$ cat config.mk
export PLATFORM = sky130hd
export DESIGN_NAME = lif_sweep_scheduler_flat
export DESIGN_NICKNAME = d
export VERILOG_FILES = /design/src/rtl/lif_sweep_scheduler_pkg.sv /design/src/rtl/lif_sweep_scheduler_if.sv /design/src/rtl/lif_sweep_scheduler_core.sv /design/src/rtl/lif_sweep_scheduler.sv /design/src/flat_wrapper.sv
export SDC_FILE = /design/constraint.sdc
export NUM_CORES = 1
export LEC_CHECK = 0
export CORE_MARGIN = 4
export CORE_UTILIZATION = 60
export CTS_BUF_LIST = sky130_fd_sc_hd__clkbuf_4
export DETAILED_ROUTE_END_ITERATION = 7
export GPL_TIMING_DRIVEN = 0
export PLACE_DENSITY = 0.88
export SLEW_MARGIN = 10
export SYNTH_ARGS = -nofsm -noshare
export SYNTH_HDL_FRONTEND = slang
export SYNTH_SLANG_ARGS = --single-unit
$ cat constraint.sdc
create_clock -name clk -period 9.3 [get_ports clk]
set_clock_uncertainty 0.2 [all_clocks]
set_input_delay 2.325 -clock clk [delete_from_list [all_inputs] [get_ports clk]]
set_output_delay 2.325 -clock clk [all_outputs]
set_load 0.03 [all_outputs]
$ cat src/rtl/lif_sweep_scheduler_pkg.sv
// Shared types and widths for the time-multiplexed LIF sweep scheduler.
package lif_pkg;

    localparam int LIF_VW = 8;
    localparam int TAU_W  = 3;
    localparam int LIF_RW = 8;

    typedef enum logic [1:0] {
        IDLE   = 2'd0,
        UPDATE = 2'd1,
        EMIT   = 2'd2,
        DONE   = 2'd3
    } lif_sched_state_t;

endpackage

$ cat src/rtl/lif_sweep_scheduler_if.sv
// Control, parameter, spike-event and debug-read bundle of the LIF sweep scheduler.
interface lif_sweep_scheduler_if
    import lif_pkg::*;
#(
    parameter int N_NEURONS = 16
);
    localparam int IW = $clog2(N_NEURONS);

    logic                 tick;
    logic [N_NEURONS-1:0] syn_in;
    logic [LIF_VW-1:0]    weight;
    logic [LIF_VW-1:0]    threshold;
    logic [TAU_W-1:0]     tau_shift;
    logic                 busy;
    logic                 done;
    logic                 overrun;
    logic                 spike_valid;
    logic                 spike_ready;
    logic [IW-1:0]        spike_id;
    logic [IW-1:0]        v_rd_addr;
    logic [LIF_VW-1:0]    v_rd_data;

    modport master (
        output tick, syn_in, weight, threshold, tau_shift, spike_ready, v_rd_addr,
        input  busy, done, overrun, spike_valid, spike_id, v_rd_data
    );

    modport slave (
        input  tick, syn_in, weight, threshold, tau_shift, spike_ready, v_rd_addr,
        output busy, done, overrun, spike_valid, spike_id, v_rd_data
    );

endinterface

$ cat src/rtl/lif_sweep_scheduler_core.sv
// Combinational leaky-integrate-and-fire update for one neuron; shared by the
// serial scheduler and intended for reuse by parallel-lane variants.
module lif_update_core
    import lif_pkg::*;
#(
    parameter int unsigned REFRAC_TICKS = 2
) (
    input  logic [LIF_VW-1:0] v_i,
    input  logic [LIF_RW-1:0] refrac_i,
    input  logic              syn_i,
    input  logic [LIF_VW-1:0] weight_i,
    input  logic [LIF_VW-1:0] threshold_i,
    input  logic [TAU_W-1:0]  tau_shift_i,
    output logic [LIF_VW-1:0] v_next_o,
    output logic [LIF_RW-1:0] refrac_next_o,
    output logic              fire_o
);

    localparam logic [LIF_RW-1:0] REFRAC_INIT = LIF_RW'(REFRAC_TICKS);

    logic [LIF_VW-1:0] leak_s;
    logic [LIF_VW-1:0] vl_s;
    logic [LIF_VW:0]   sum_s;
    logic [LIF_VW-1:0] sum_sat_s;

    // Leak, integrate with saturation, then threshold; refractory neurons ignore input.
    always_comb begin
        leak_s        = v_i >> tau_shift_i;
        vl_s          = v_i - leak_s;
        sum_s         = {1'b0, vl_s} + (syn_i ? {1'b0, weight_i} : {(LIF_VW+1){1'b0}});
        sum_sat_s     = sum_s[LIF_VW] ? {LIF_VW{1'b1}} : sum_s[LIF_VW-1:0];
        v_next_o      = {LIF_VW{1'b0}};
        refrac_next_o = {LIF_RW{1'b0}};
        fire_o        = 1'b0;
        if (refrac_i != {LIF_RW{1'b0}}) begin
            refrac_next_o = refrac_i - {{(LIF_RW-1){1'b0}}, 1'b1};
        end else if (sum_sat_s >= threshold_i) begin
            refrac_next_o = REFRAC_INIT;
            fire_o        = 1'b1;
        end else begin
            v_next_o      = sum_sat_s;
        end
    end

endmodule

$ cat src/rtl/lif_sweep_scheduler.sv
// Sweeps N_NEURONS virtual LIF neurons through one shared update core per tick,
// emitting spikes on a valid/ready port.
module lif_sweep_scheduler
    import lif_pkg::*;
#(
    parameter int N_NEURONS    = 16,
    parameter int REFRAC_TICKS = 2
) (
    input  logic                  clk,
    input  logic                  rst,
    lif_sweep_scheduler_if.slave  bus
);

    localparam int            IW   = $clog2(N_NEURONS);
    localparam logic [IW-1:0] LAST = IW'(N_NEURONS - 1);
    localparam logic [IW-1:0] ONE  = IW'(1);

    lif_sched_state_t     state_q, state_d;
    logic [IW-1:0]        idx_q, idx_d;
    logic [N_NEURONS-1:0] snap_q, snap_d;
    logic                 overrun_q, overrun_d;
    logic [LIF_VW-1:0]    v_rd_q;
    logic [LIF_VW-1:0]    v_q      [N_NEURONS];
    logic [LIF_RW-1:0]    refrac_q [N_NEURONS];

    logic [LIF_VW-1:0]    upd_v_s;
    logic [LIF_RW-1:0]    upd_refrac_s;
    logic                 upd_fire_s;

    lif_update_core #(.REFRAC_TICKS(REFRAC_TICKS)) u_core (
        .v_i           (v_q[idx_q]),
        .refrac_i      (refrac_q[idx_q]),
        .syn_i         (snap_q[idx_q]),
        .weight_i      (bus.weight),
        .threshold_i   (bus.threshold),
        .tau_shift_i   (bus.tau_shift),
        .v_next_o      (upd_v_s),
        .refrac_next_o (upd_refrac_s),
        .fire_o        (upd_fire_s)
    );

    // Sweep sequencing, tick snapshot and overrun detection.
    always_comb begin
        state_d   = state_q;
        idx_d     = idx_q;
        snap_d    = snap_q;
        overrun_d = overrun_q | (bus.tick & (state_q != IDLE));
        case (state_q)
            IDLE: begin
                if (bus.tick) begin
                    state_d = UPDATE;
                    idx_d   = {IW{1'b0}};
                    snap_d  = bus.syn_in;
                end else begin
                    state_d = IDLE;
                end
            end
            UPDATE: begin
                if (upd_fire_s) begin
                    state_d = EMIT;
                end else if (idx_q == LAST) begin
                    state_d = DONE;
                end else begin
                    idx_d   = idx_q + ONE;
                end
            end
            EMIT: begin
                if (!bus.spike_ready) begin
                    state_d = EMIT;
                end else if (idx_q == LAST) begin
                    state_d = DONE;
                end else begin
                    state_d = UPDATE;
                    idx_d   = idx_q + ONE;
                end
            end
            DONE:    state_d = IDLE;
            default: state_d = IDLE;
        endcase
    end

    // Control registers and the one-cycle debug read port.
    always_ff @(posedge clk) begin
        if (rst) begin
            state_q   <= IDLE;
            idx_q     <= {IW{1'b0}};
            snap_q    <= {N_NEURONS{1'b0}};
            overrun_q <= 1'b0;
            v_rd_q    <= {LIF_VW{1'b0}};
        end else begin
            state_q   <= state_d;
            idx_q     <= idx_d;
            snap_q    <= snap_d;
            overrun_q <= overrun_d;
            v_rd_q    <= v_q[bus.v_rd_addr];
        end
    end

    // Neuron state is written back at the end of that neuron's UPDATE cycle.
    always_ff @(posedge clk) begin
        if (rst) begin
            for (int i = 0; i < N_NEURONS; i++) begin
                v_q[i]      <= {LIF_VW{1'b0}};
                refrac_q[i] <= {LIF_RW{1'b0}};
            end
        end else if (state_q == UPDATE) begin
            v_q[idx_q]      <= upd_v_s;
            refrac_q[idx_q] <= upd_refrac_s;
        end
    end

    // Outputs decode registered state only, so they cannot glitch or move under backpressure.
    assign bus.busy        = (state_q != IDLE);
    assign bus.done        = (state_q == DONE);
    assign bus.spike_valid = (state_q == EMIT);
    assign bus.spike_id    = idx_q;
    assign bus.overrun     = overrun_q;
    assign bus.v_rd_data   = v_rd_q;

endmodule

$ cat src/flat_wrapper.sv
// flat-port wrapper written by rule: the top's interface ports become plain ports
module lif_sweep_scheduler_flat import lif_pkg::*;
#(
    parameter int N_NEURONS    = 16,
    parameter int REFRAC_TICKS = 2
)
  (clk, rst, bus_tick, bus_syn_in, bus_weight, bus_threshold, bus_tau_shift, bus_spike_ready, bus_v_rd_addr, bus_busy, bus_done, bus_overrun, bus_spike_valid, bus_spike_id, bus_v_rd_data);
  lif_sweep_scheduler_if #(.N_NEURONS(N_NEURONS)) bus_i ();
  input  logic clk;
  input  logic rst;
  input wire logic [$bits(bus_i.tick)-1:0] bus_tick;
  input wire logic [$bits(bus_i.syn_in)-1:0] bus_syn_in;
  input wire logic [$bits(bus_i.weight)-1:0] bus_weight;
  input wire logic [$bits(bus_i.threshold)-1:0] bus_threshold;
  input wire logic [$bits(bus_i.tau_shift)-1:0] bus_tau_shift;
  input wire logic [$bits(bus_i.spike_ready)-1:0] bus_spike_ready;
  input wire logic [$bits(bus_i.v_rd_addr)-1:0] bus_v_rd_addr;
  output wire logic [$bits(bus_i.busy)-1:0] bus_busy;
  output wire logic [$bits(bus_i.done)-1:0] bus_done;
  output wire logic [$bits(bus_i.overrun)-1:0] bus_overrun;
  output wire logic [$bits(bus_i.spike_valid)-1:0] bus_spike_valid;
  output wire logic [$bits(bus_i.spike_id)-1:0] bus_spike_id;
  output wire logic [$bits(bus_i.v_rd_data)-1:0] bus_v_rd_data;
  assign bus_i.tick = bus_tick;
  assign bus_i.syn_in = bus_syn_in;
  assign bus_i.weight = bus_weight;
  assign bus_i.threshold = bus_threshold;
  assign bus_i.tau_shift = bus_tau_shift;
  assign bus_i.spike_ready = bus_spike_ready;
  assign bus_i.v_rd_addr = bus_v_rd_addr;
  assign bus_busy = bus_i.busy;
  assign bus_done = bus_i.done;
  assign bus_overrun = bus_i.overrun;
  assign bus_spike_valid = bus_i.spike_valid;
  assign bus_spike_id = bus_i.spike_id;
  assign bus_v_rd_data = bus_i.v_rd_data;
  lif_sweep_scheduler #(.N_NEURONS(N_NEURONS), .REFRAC_TICKS(REFRAC_TICKS)) u_core (.clk(clk), .rst(rst), .bus(bus_i));
endmodule
Yosys cells after proc, flatten, opt, wreduce, memory -nomap -nowiden --
Memories as Yosys holds them, arrays and structs flattened. A register that Yosys moved wholly into a read port is not among the register bits. Cells that the tools add are included.
Cells by class: add/sub/neg operators 4, magnitude comparators 2, eq/ne operators 8, shift-type cells 1, muxes and demuxes 36, bitwise logic cells 2, reduce and logical (&&, ||, !) cells 8
Operators with widths (number):
- 8-bit two-way mux | 7
- 4-bit two-way mux | 10
- 8-bit OR reduction | 2
- 4-bit case mux with 3 select lines | 1
- 1-bit two-way mux | 11
- 2-bit two-way mux | 5
- 8-bit by 8-bit adder with 9-bit output | 1
- 8-bit >= comparator | 1
- 2-bit case mux with 4 select lines | 1
- 8-bit nonzero test | 1
- 8-bit by 3-bit right shift with 8-bit output | 1
- 8-bit by 1-bit subtractor with 8-bit output, second input constant | 1
- 8-bit subtractor | 1
- 2-bit inequality test, second input constant | 3
- 4-bit by 5-bit < comparator with 1-bit output, second input constant | 1
- 4-bit by 1-bit adder with 4-bit output, second input constant | 1
- 1-bit binary-select mux with 4-bit select | 1
- 2-bit equality test, second input constant | 2
- 4-bit equality test, second input constant | 1
- 4-bit AND reduction | 1
- 3-bit by 2-bit inequality test with 1-bit output, second input constant | 1
- 3-bit nonzero test | 1
- 2-bit by 1-bit equality test with 1-bit output, second input constant | 1
- 2-bit zero test | 1
- other kinds (4) | 4
Storage, ports and cells: bits in registers 23, RAM bits 256, bits of input ports 43, output and inout bits 16, memories kept 2
Memories:
- u_core.refrac_q | depth 16, width 8, read ports 1, clocked after Yosys merged registers in 1, write ports 16, line lif_sweep_scheduler.sv:24 | logic [LIF_RW-1:0] refrac_q [N_NEURONS];
- u_core.v_q | depth 16, width 8, read ports 2, clocked after Yosys merged registers in 2, write ports 16, line lif_sweep_scheduler.sv:23 | logic [LIF_VW-1:0] v_q [N_NEURONS];

Depth between registers and ports, before layout --
Gate-level depths: netlist of the first run.
word-level depth 12, depth in mapped cells 35, depth with buffers taken out 27

By module --
From an unflattened synthesis of the first run, not the netlist that was laid out.
Second synthesis, totals: cell total of the unflattened synthesis 1165, area total of the unflattened synthesis 15567.4 um^2
Modules (own cells, without submodules):
- lif_sweep_scheduler | times used 1, cells each 978, area an instance 14237.4 um^2
- lif_update_core | times used 1, cells each 187, area an instance 1330.0 um^2

Worst setup path before layout of the first run --
OpenSTA, ideal clock, no wires.
path type input port to flip-flop, start point input port bus_tau_shift[0], end point memory u_core.v_q[8][2] (data pin), arrival 7908 ps, slack 1051 ps, cell stages on the path 25, buffers on the path 4, path through buf_1 -> mux2_2 -> a21oi_1 -> mux2i_1 -> ha_1 -> inv_1 -> fa_1 -> fa_1 -> a21o_1 -> a21oi_1 -> o21bai_1 -> a211oi_1 -> mux2i_1 -> nor3_1 -> clkbuf_1 -> inv_1 -> ha_1 -> a2111oi_0 -> nand2b_1 -> o21ai_0 -> nand4_1 -> buf_2 -> a21o_1 -> buf_6 -> nor2_1
RTL lines:
- start: declaration | line flat_wrapper.sv:15 | input wire logic [$bits(bus_i.tau_shift)-1:0] bus_tau_shift;
- end: declaration | line lif_sweep_scheduler.sv:23

==> key figures, run 1 <==
STA
  • Crit share post-route: 94.5%
  • Final Hold Viols: 0
  • Tightest Pin Transition: 1.05 ns
  • Max-slew violations: 0
  • Final min period: 8.79 ns
  • Final setup violation count: 0
  • Final critical-path setup slack: 0.512 ns
  • Hold_ws: 0.251 ns
  • Rel. slew slack: 30.1%
  • Max Clk Rate: 114 MHz

Yosys
  • Main flop type after synthesis: edfxtp_1
  • Synth top area share: 51.5%
  • Synthesis Warnings: 0
  • Post-synth ARST share: 0%
  • Biggest area consumer among synthesized cells: edfxtp_1
  • Gate Count Post-Synth: 1118
  • Synth cell types: 61
  • Area contributors post-synth: edfxtp_1, mux4_2, nor2_1
  • Part of the Yosys area used for sequential elements: 56.2%
  • Avg Inst Size Synth: 13.4 sq um
  • Mapped Area: 14900 sq um
  • Post-Syn Nets: 1196
  • Post-synth EDFFs: 256
  • Synth Register Bits: 291

Status
  • Outcome: complete, no violations

Floorplanning
  • Die H: 166 microns
  • Die Width: 166 microns
  • Core footprint: 24400 sq um
  • Area of the die: 27500 sq um
  • FP Rows: 57
  • Boundary Pins: 59
  • Starting Density: 61.2%

Power and ir drop
  • Sw Ratio: 36.8%
  • VDD IR max: 0.000137 V
  • Internal: 2.64 mW
  • Flop pwr share: 36.7%
  • P_sw: 1.54 mW
  • Combinational power share: 37.3%
  • Clock power frac: 26.0%
  • P per Cell Area: 248 nW/um^2
  • Leak Pwr: 5.93 nW
  • PnR Total Power: 4.18 mW

Min path
  • Worst Min Path Start: u_core.snap_q[11]
  • Worst Hold Class: flop to flop

Global routing
  • Number of global-route vias before repair: 10570
  • Grt met2 use: 44.2%
  • Overflow after GRT: 0
  • M3 GR Usage: 8.38%
  • GRT Util Overall: 27.9%
  • First-pass GRT wire length: 59500 microns
  • GRT busiest layer: met2
  • Largest net degree at the start of global routing: 20
  • Initial antenna violation count: 1
  • Met1 track demand over resource: 37.5%

Critical path
  • Arr. time, crit path: 9.10 ns
  • Max stage delay on crit path: 0.59 ns
  • Setup crit start kind: flop
  • Most frequent CP cell: buf_12
  • Slowest CP cell: mux4_2
  • WS Path Type: flop to flop
  • Critical Path Fanout Max: 10
  • Worst Path Required: 9.62 ns
  • Setup crit end kind: flop

Detailed routing
  • Routed wire length: 38500 microns
  • DR DRC count: 0
  • First-pass DRT Iterations: 8
  • ANT nets after route: 0
  • Wire per inst: 23.7 microns
  • Initial DRC count: 1553
  • DR vias/cell: 6.45
  • Vias: 10477

Final layout
  • Area growth syn-to-layout: 12.7%
  • Most frequent cells in the layout: edfxtp_1, nor2_1, clkbuf_4, mux4_2, nand2_1
  • Share of layout cells above drive strength 1: 21.4%
  • Most common cell after layout, fill and taps aside: edfxtp_1
  • Final core utilization: 69.0%
  • NumNets Final: 1321

Run
  • Max cap viols: 0

Clock network
  • Clk Latency, worst-skew pair: 0.70 ns
  • CTS buffer count: 72
  • Sink Count: 291
  • Post-CTS Hold Buffers: 0
  • CTS max path bufs: 3
  • CTS tree: done
  • CTS root buf: clkbuf_4
  • Clock transition at the registers of the reported paths: 0.07 ns
  • # H-tree levels: 3

Placed design
  • Pre-CTS WS: -1.41 ns
  • Placer congestion estimate: 0.892
  • Port Buffers: 51
  • Final HPWL DP: 28000 microns
## worst max-delay path, delay by kind of cell (launching register included)
family | cells | cell delay [ns]
DFF | 1 | 0.33
AOI/OAI and AO/OA | 8 | 2.10
and+or+nand+nor | 4 | 0.81
adders and majority gates | 4 | 1.31
muxes | 5 | 1.73
buffers and inverters | 11 | 2.14
## per-stage QoR
stage               cells  setup TNS (ns)  instance area (sq um)
global placement     1493         -113.74                  15900
detailed placement   1493         -171.12                  15900
CTS                  1623               0                  16800
floorplan            1118               0                  14900
global route         1625         -0.0156                  16800
finish               1625               0                  16800
## cells in the mapped netlist (all sizes together) (7+ instances only)
cell,count
edfxtp,256
nand2b,7
xor2,7
a21oi,32
o21bai,7
nand3,11
xnor2,8
mux2,8
dfxtp,35
ha,33
nor2,259
clkbuf,55
inv,31
mux2i,17
o21ai,12
mux4,115
nor2b,11
nand2,77
buf,33
nor3,20
a21o,8
and2,20
## layout make-up
type / count / area, sq um
clock inverter: 21 / 108
antenna: 1 / 2.50
timing repair buffer: 52 / 518
clock buffer: 110 / 826
multi-input combinational: 708 / 6020
buffer: 87 / 448
fill: 1573 / 7550
sequential: 291 / 8390
tap: 324 / 405
inverter: 31 / 116
## layer usage
layer | vias to the layer above | part of all wire (%) | wire length (microns)
met3 | 119 | 14 | 5280
met5 | - | 0.11 | 43
met4 | 2 | 3.0 | 1150
met1 | 5064 | 35 | 13500
li1 | 4459 | - | -
met2 | 833 | 48 | 18500
## registers in the layout, summed over array words and instances (netlist names), named ones only
| name | count |
|---|---|
| u_core.bus.overrun | 1 |
| u_core.refrac_q | 128 |
| u_core.state_q | 2 |
| u_core.v_q | 128 |
| u_core.bus.v_rd_data | 8 |
| u_core.snap_q | 16 |
| u_core.bus.spike_id | 4 |
## power groups by stage
| stage | clock [mW] | sequential (mW) | combinational [mW] |
|---|---|---|---|
| 4_1_cts | 1.09 | 1.53 | 1.50 |
| 3_3_place_gp | 0 | 1.55 | 1.43 |
| 2_1_floorplan | 0 | 1.56 | 1.06 |
| 5_1_grt | 1.17 | 1.54 | 1.67 |
| 3_5_place_dp | 0 | 1.56 | 1.48 |
| 6_report | 1.09 | 1.53 | 1.56 |
## kinds of logic after synthesis
| group | synth area share, % |
|---|---|
| DFF | 56.2 |
| adders and majority gates | 3.03 |
| xor gates and xnor gates | 0.880 |
| and+or+nand+nor | 12.5 |
| buffers and inverters | 3.72 |
| muxes | 19.4 |
| AOI/OAI and AO/OA | 4.40 |
## timing repair
item                                    CTS  global route
endpoints found under the setup margin  154           138
setup buffers                             0             1
resized for setup                         6             9
pin swaps                                 0             1
## path summary, 6_finish.rpt
| check | endpoint | slack (ns) | cells after the start |
|---|---|---|---|
| max | u_core.v_q[7][2] | 0.51 | 32 |
| min | u_core.snap_q[11] | 0.25 | 2 |
| max reg2reg | u_core.v_q[7][2] | 0.51 | 32 |
| min reg2reg | u_core.snap_q[11] | 0.25 | 2 |
No activity file was read; power rests on OpenSTA's default activity.
==> inputs of run 2 (changes only) <==
--- a/config.mk
+++ b/config.mk
@@ -5,11 +5,13 @@
 export SDC_FILE = /design/constraint.sdc
 export NUM_CORES = 1
 export LEC_CHECK = 0
+export ABC_AREA = 0
 export CORE_MARGIN = 4
 export CORE_UTILIZATION = 60
 export CTS_BUF_LIST = sky130_fd_sc_hd__clkbuf_4
 export DETAILED_ROUTE_END_ITERATION = 7
 export GPL_TIMING_DRIVEN = 0
+export HOLD_SLACK_MARGIN = 0.08
 export PLACE_DENSITY = 0.88
 export SLEW_MARGIN = 10
 export SYNTH_ARGS = -nofsm -noshare
==> results of run 2 <==
The final DEF is identical to that of run 1; final timing and power are the same.
==> inputs of run 3 (changes only) <==
--- a/config.mk
+++ b/config.mk
@@ -6,6 +6,7 @@
 export NUM_CORES = 1
 export LEC_CHECK = 0
 export ABC_AREA = 0
+export CAP_MARGIN = 20
 export CORE_MARGIN = 4
 export CORE_UTILIZATION = 60
 export CTS_BUF_LIST = sky130_fd_sc_hd__clkbuf_4
==> constraint.sdc (replaced) <==
create_clock -name clk -period 10.1 [get_ports clk]
set_clock_uncertainty 0.2 [all_clocks]
set_input_delay 2.525 -clock clk [delete_from_list [all_inputs] [get_ports clk]]
set_output_delay 2.525 -clock clk [all_outputs]
set_load 0.03 [all_outputs]
==> key figures, run 3 (synthesis results as in run 1) <==
Status
  • Outcome: complete, no violations (unchanged)

Floorplanning
  • Boundary Pins: 59 (unchanged)
  • Area of the die: 27500 sq um (unchanged)
  • Die H: 166 microns (unchanged)
  • FP Rows: 57 (unchanged)
  • Die Width: 166 microns (unchanged)
  • Starting Density: 61.2% (unchanged)
  • Core footprint: 24400 sq um (unchanged)

STA
  • Max-slew violations: 0 (unchanged)
  • RSZ-0062 raised after global routing: false
  • Rel. slew slack: 31.3% (was 30.1%)
  • Max Clk Rate: 107 MHz (was 114 MHz)
  • Final Hold Viols: 0 (unchanged)
  • Final critical-path setup slack: 0.744 ns (was 0.512 ns)
  • Tightest Pin Transition: 1.03 ns (was 1.05 ns)
  • Final setup violation count: 0 (unchanged)
  • Final min period: 9.36 ns (was 8.79 ns)
  • Crit share post-route: 92.6% (was 94.5%)
  • TNS Setup: 0 ns (unchanged)

Critical path
  • Max stage delay on crit path: 0.55 ns (was 0.59 ns)
  • Worst Path Required: 10.41 ns (was 9.62 ns)
  • Slowest CP cell: mux4_2 (unchanged)
  • Critical Path Fanout Max: 19 (was 10)
  • Setup crit start kind: flop (unchanged)
  • Setup crit end kind: flop (unchanged)
  • Worst Reg-to-Reg Cells: 28 (was 32)
  • Crit path to: u_core.v_q[12][0] (was u_core.v_q[7][2])
  • Arr. time, crit path: 9.67 ns (was 9.10 ns)
  • Setup slack, reg-to-reg: 0.74 ns (was 0.51 ns)
  • WS Path Type: flop to flop (unchanged)
  • Worst reg2reg path endpoint: u_core.v_q[12][0] (was u_core.v_q[7][2])

Clock network
  • # H-tree levels: 3 (unchanged)
  • CTS tree: done (unchanged)
  • CTS buffer count: 72 (unchanged)
  • CTS root buf: clkbuf_4 (unchanged)
  • Post-CTS Hold Buffers: 0 (unchanged)
  • Clock transition at the registers of the reported paths: 0.07 ns (about the same)
  • Sink Count: 291 (unchanged)
  • Clk Latency, worst-skew pair: 0.69 ns (was 0.70 ns)
  • Post-CTS Setup Bufs: 0 (unchanged)
  • CTS max path bufs: 3 (unchanged)

Placed design
  • Placer congestion estimate: 0.892 (unchanged)
  • Port Buffers: 51 (unchanged)
  • Pre-CTS WS: -0.611 ns (was -1.41 ns)
  • Final HPWL DP: 28000 microns (unchanged)

Final layout
  • Area growth syn-to-layout: 12.5% (was 12.7%)
  • Share of layout cells above drive strength 1: 21.1% (was 21.4%)
  • Most frequent cells in the layout: edfxtp_1, nor2_1, clkbuf_4, mux4_2, nand2_1 (unchanged)
  • # fillers: 1587 (was 1573)
  • Largest registers: u_core.refrac_q: 128 flops, u_core.v_q: 128 flops, u_core.snap_q: 16 flops (unchanged)
  • Most common cell after layout, fill and taps aside: edfxtp_1 (unchanged)
  • NumNets Final: 1320 (was 1321)

Power and ir drop
  • P_sw: 1.41 mW (was 1.54 mW)
  • Leak Pwr: 5.93 nW (about the same)
  • PnR Total Power: 3.83 mW (was 4.18 mW)
  • Flop pwr share: 36.9% (was 36.7%)
  • Combinational power share: 37.0% (was 37.3%)
  • VDD IR max: 0.000119 V (was 0.000137 V)
  • Internal: 2.42 mW (was 2.64 mW)
  • Sw Ratio: 36.7% (was 36.8%)
  • P per Cell Area: 228 nW/um^2 (was 248 nW/um^2)
  • Clock power frac: 26.1% (was 26.0%)

Detailed routing
  • First-pass DRT Iterations: 8 (unchanged)
  • Initial DRC count: 1511 (was 1553)
  • DR vias/cell: 6.46 (was 6.45)
  • Wire per inst: 23.6 microns (was 23.7 microns)
  • Vias: 10486 (was 10477)
  • DR DRC count: 0 (unchanged)
  • ANT nets after route: 0 (unchanged)
  • Routed wire length: 38400 microns (was 38500 microns)

Global routing
  • Largest net degree at the start of global routing: 20 (unchanged)
  • Number of global-route vias before repair: 10549 (was 10570)
  • First-pass GRT wire length: 59500 microns (unchanged)
  • GRT Util Overall: 27.9% (about the same)
  • Overflow after GRT: 0 (unchanged)
  • Initial antenna violation count: 1 (unchanged)

Min path
  • Worst Hold Class: flop to flop (unchanged)

Run
  • Max cap viols: 0 (unchanged)
run 3: layout make-up:
class                      instances  area, sq um  area share (%)
timing repair buffer              51          510            3.04
sequential                       291         8390            49.9
multi-input combinational        708         6000            35.7
tap                              324          405            2.41
antenna                            1         2.50          0.0149
inverter                          31          116           0.693
clock inverter                    21          108           0.640
clock buffer                     110          826            4.92
buffer                            87          440            2.62
run 3: repair_timing:
action                     4_1_cts  5_1_grt
setup endpoints to repair      138      138
gates resized for setup          1        8
pin swaps                        0        0
hold endpoints to repair         0        0
run 3: stage by stage:
stage | cell area, sq um | hold WS (ns) | util [%] | std cells
3_3_place_gp | 15900 | 0.242 | 65.0 | 1493
4_1_cts | 16800 | 0.254 | 68.8 | 1623
6_report | 16800 | 0.251 | 68.9 | 1624
5_1_grt | 16800 | 0.275 | 68.9 | 1624
3_5_place_dp | 15900 | 0.246 | 65.0 | 1493
2_1_floorplan | 14900 | 0.233 | - | 1118
run 3: worst min-delay path by stage:
stage,from,endpoint,slack (ns),depth (start not counted)
floorplan,u_core.snap_q[10],u_core.snap_q[10],0.23,2
global placement,u_core.snap_q[5],u_core.snap_q[5],0.24,2
CTS,u_core.snap_q[11],u_core.snap_q[11],0.25,2
global route,u_core.snap_q[11],u_core.snap_q[11],0.27,2
finish,u_core.snap_q[11],u_core.snap_q[11],0.25,2
detailed placement,u_core.snap_q[11],u_core.snap_q[11],0.25,2
run 3: power by group through the flow:
stage | Sequential [mW] | Combinational, mW | Clock (mW)
floorplan | 1.43 | 0.976 | 0
global placement | 1.43 | 1.31 | 0
detailed placement | 1.44 | 1.37 | 0
CTS | 1.41 | 1.38 | 1.00
global route | 1.42 | 1.52 | 1.08
finish | 1.41 | 1.42 | 0.999
run 3: routing by layer:
| metal | global-route usage [%] | vias to the layer above | routed length, microns | share of wire [%] |
|---|---|---|---|---|
| li1 | - | 4463 | - | - |
| met1 | 37.5 | 5078 | 13600 | 35 |
| met2 | 44.2 | 835 | 18600 | 48 |
| met3 | 8.38 | 108 | 5150 | 13 |
| met4 | 9.36 | 2 | 1080 | 2.8 |
| met5 | 1.22 | - | 43 | 0.11 |
run 3: critical path, delay by kind of cell, from the launching register on:
family | cells | cell delay [ns]
adders and majority gates | 4 | 1.30
AOI/OAI and AO/OA | 8 | 2.51
DFF | 1 | 0.30
and+or+nand+nor | 4 | 1.12
buffers and inverters | 7 | 2.21
muxes | 5 | 1.56
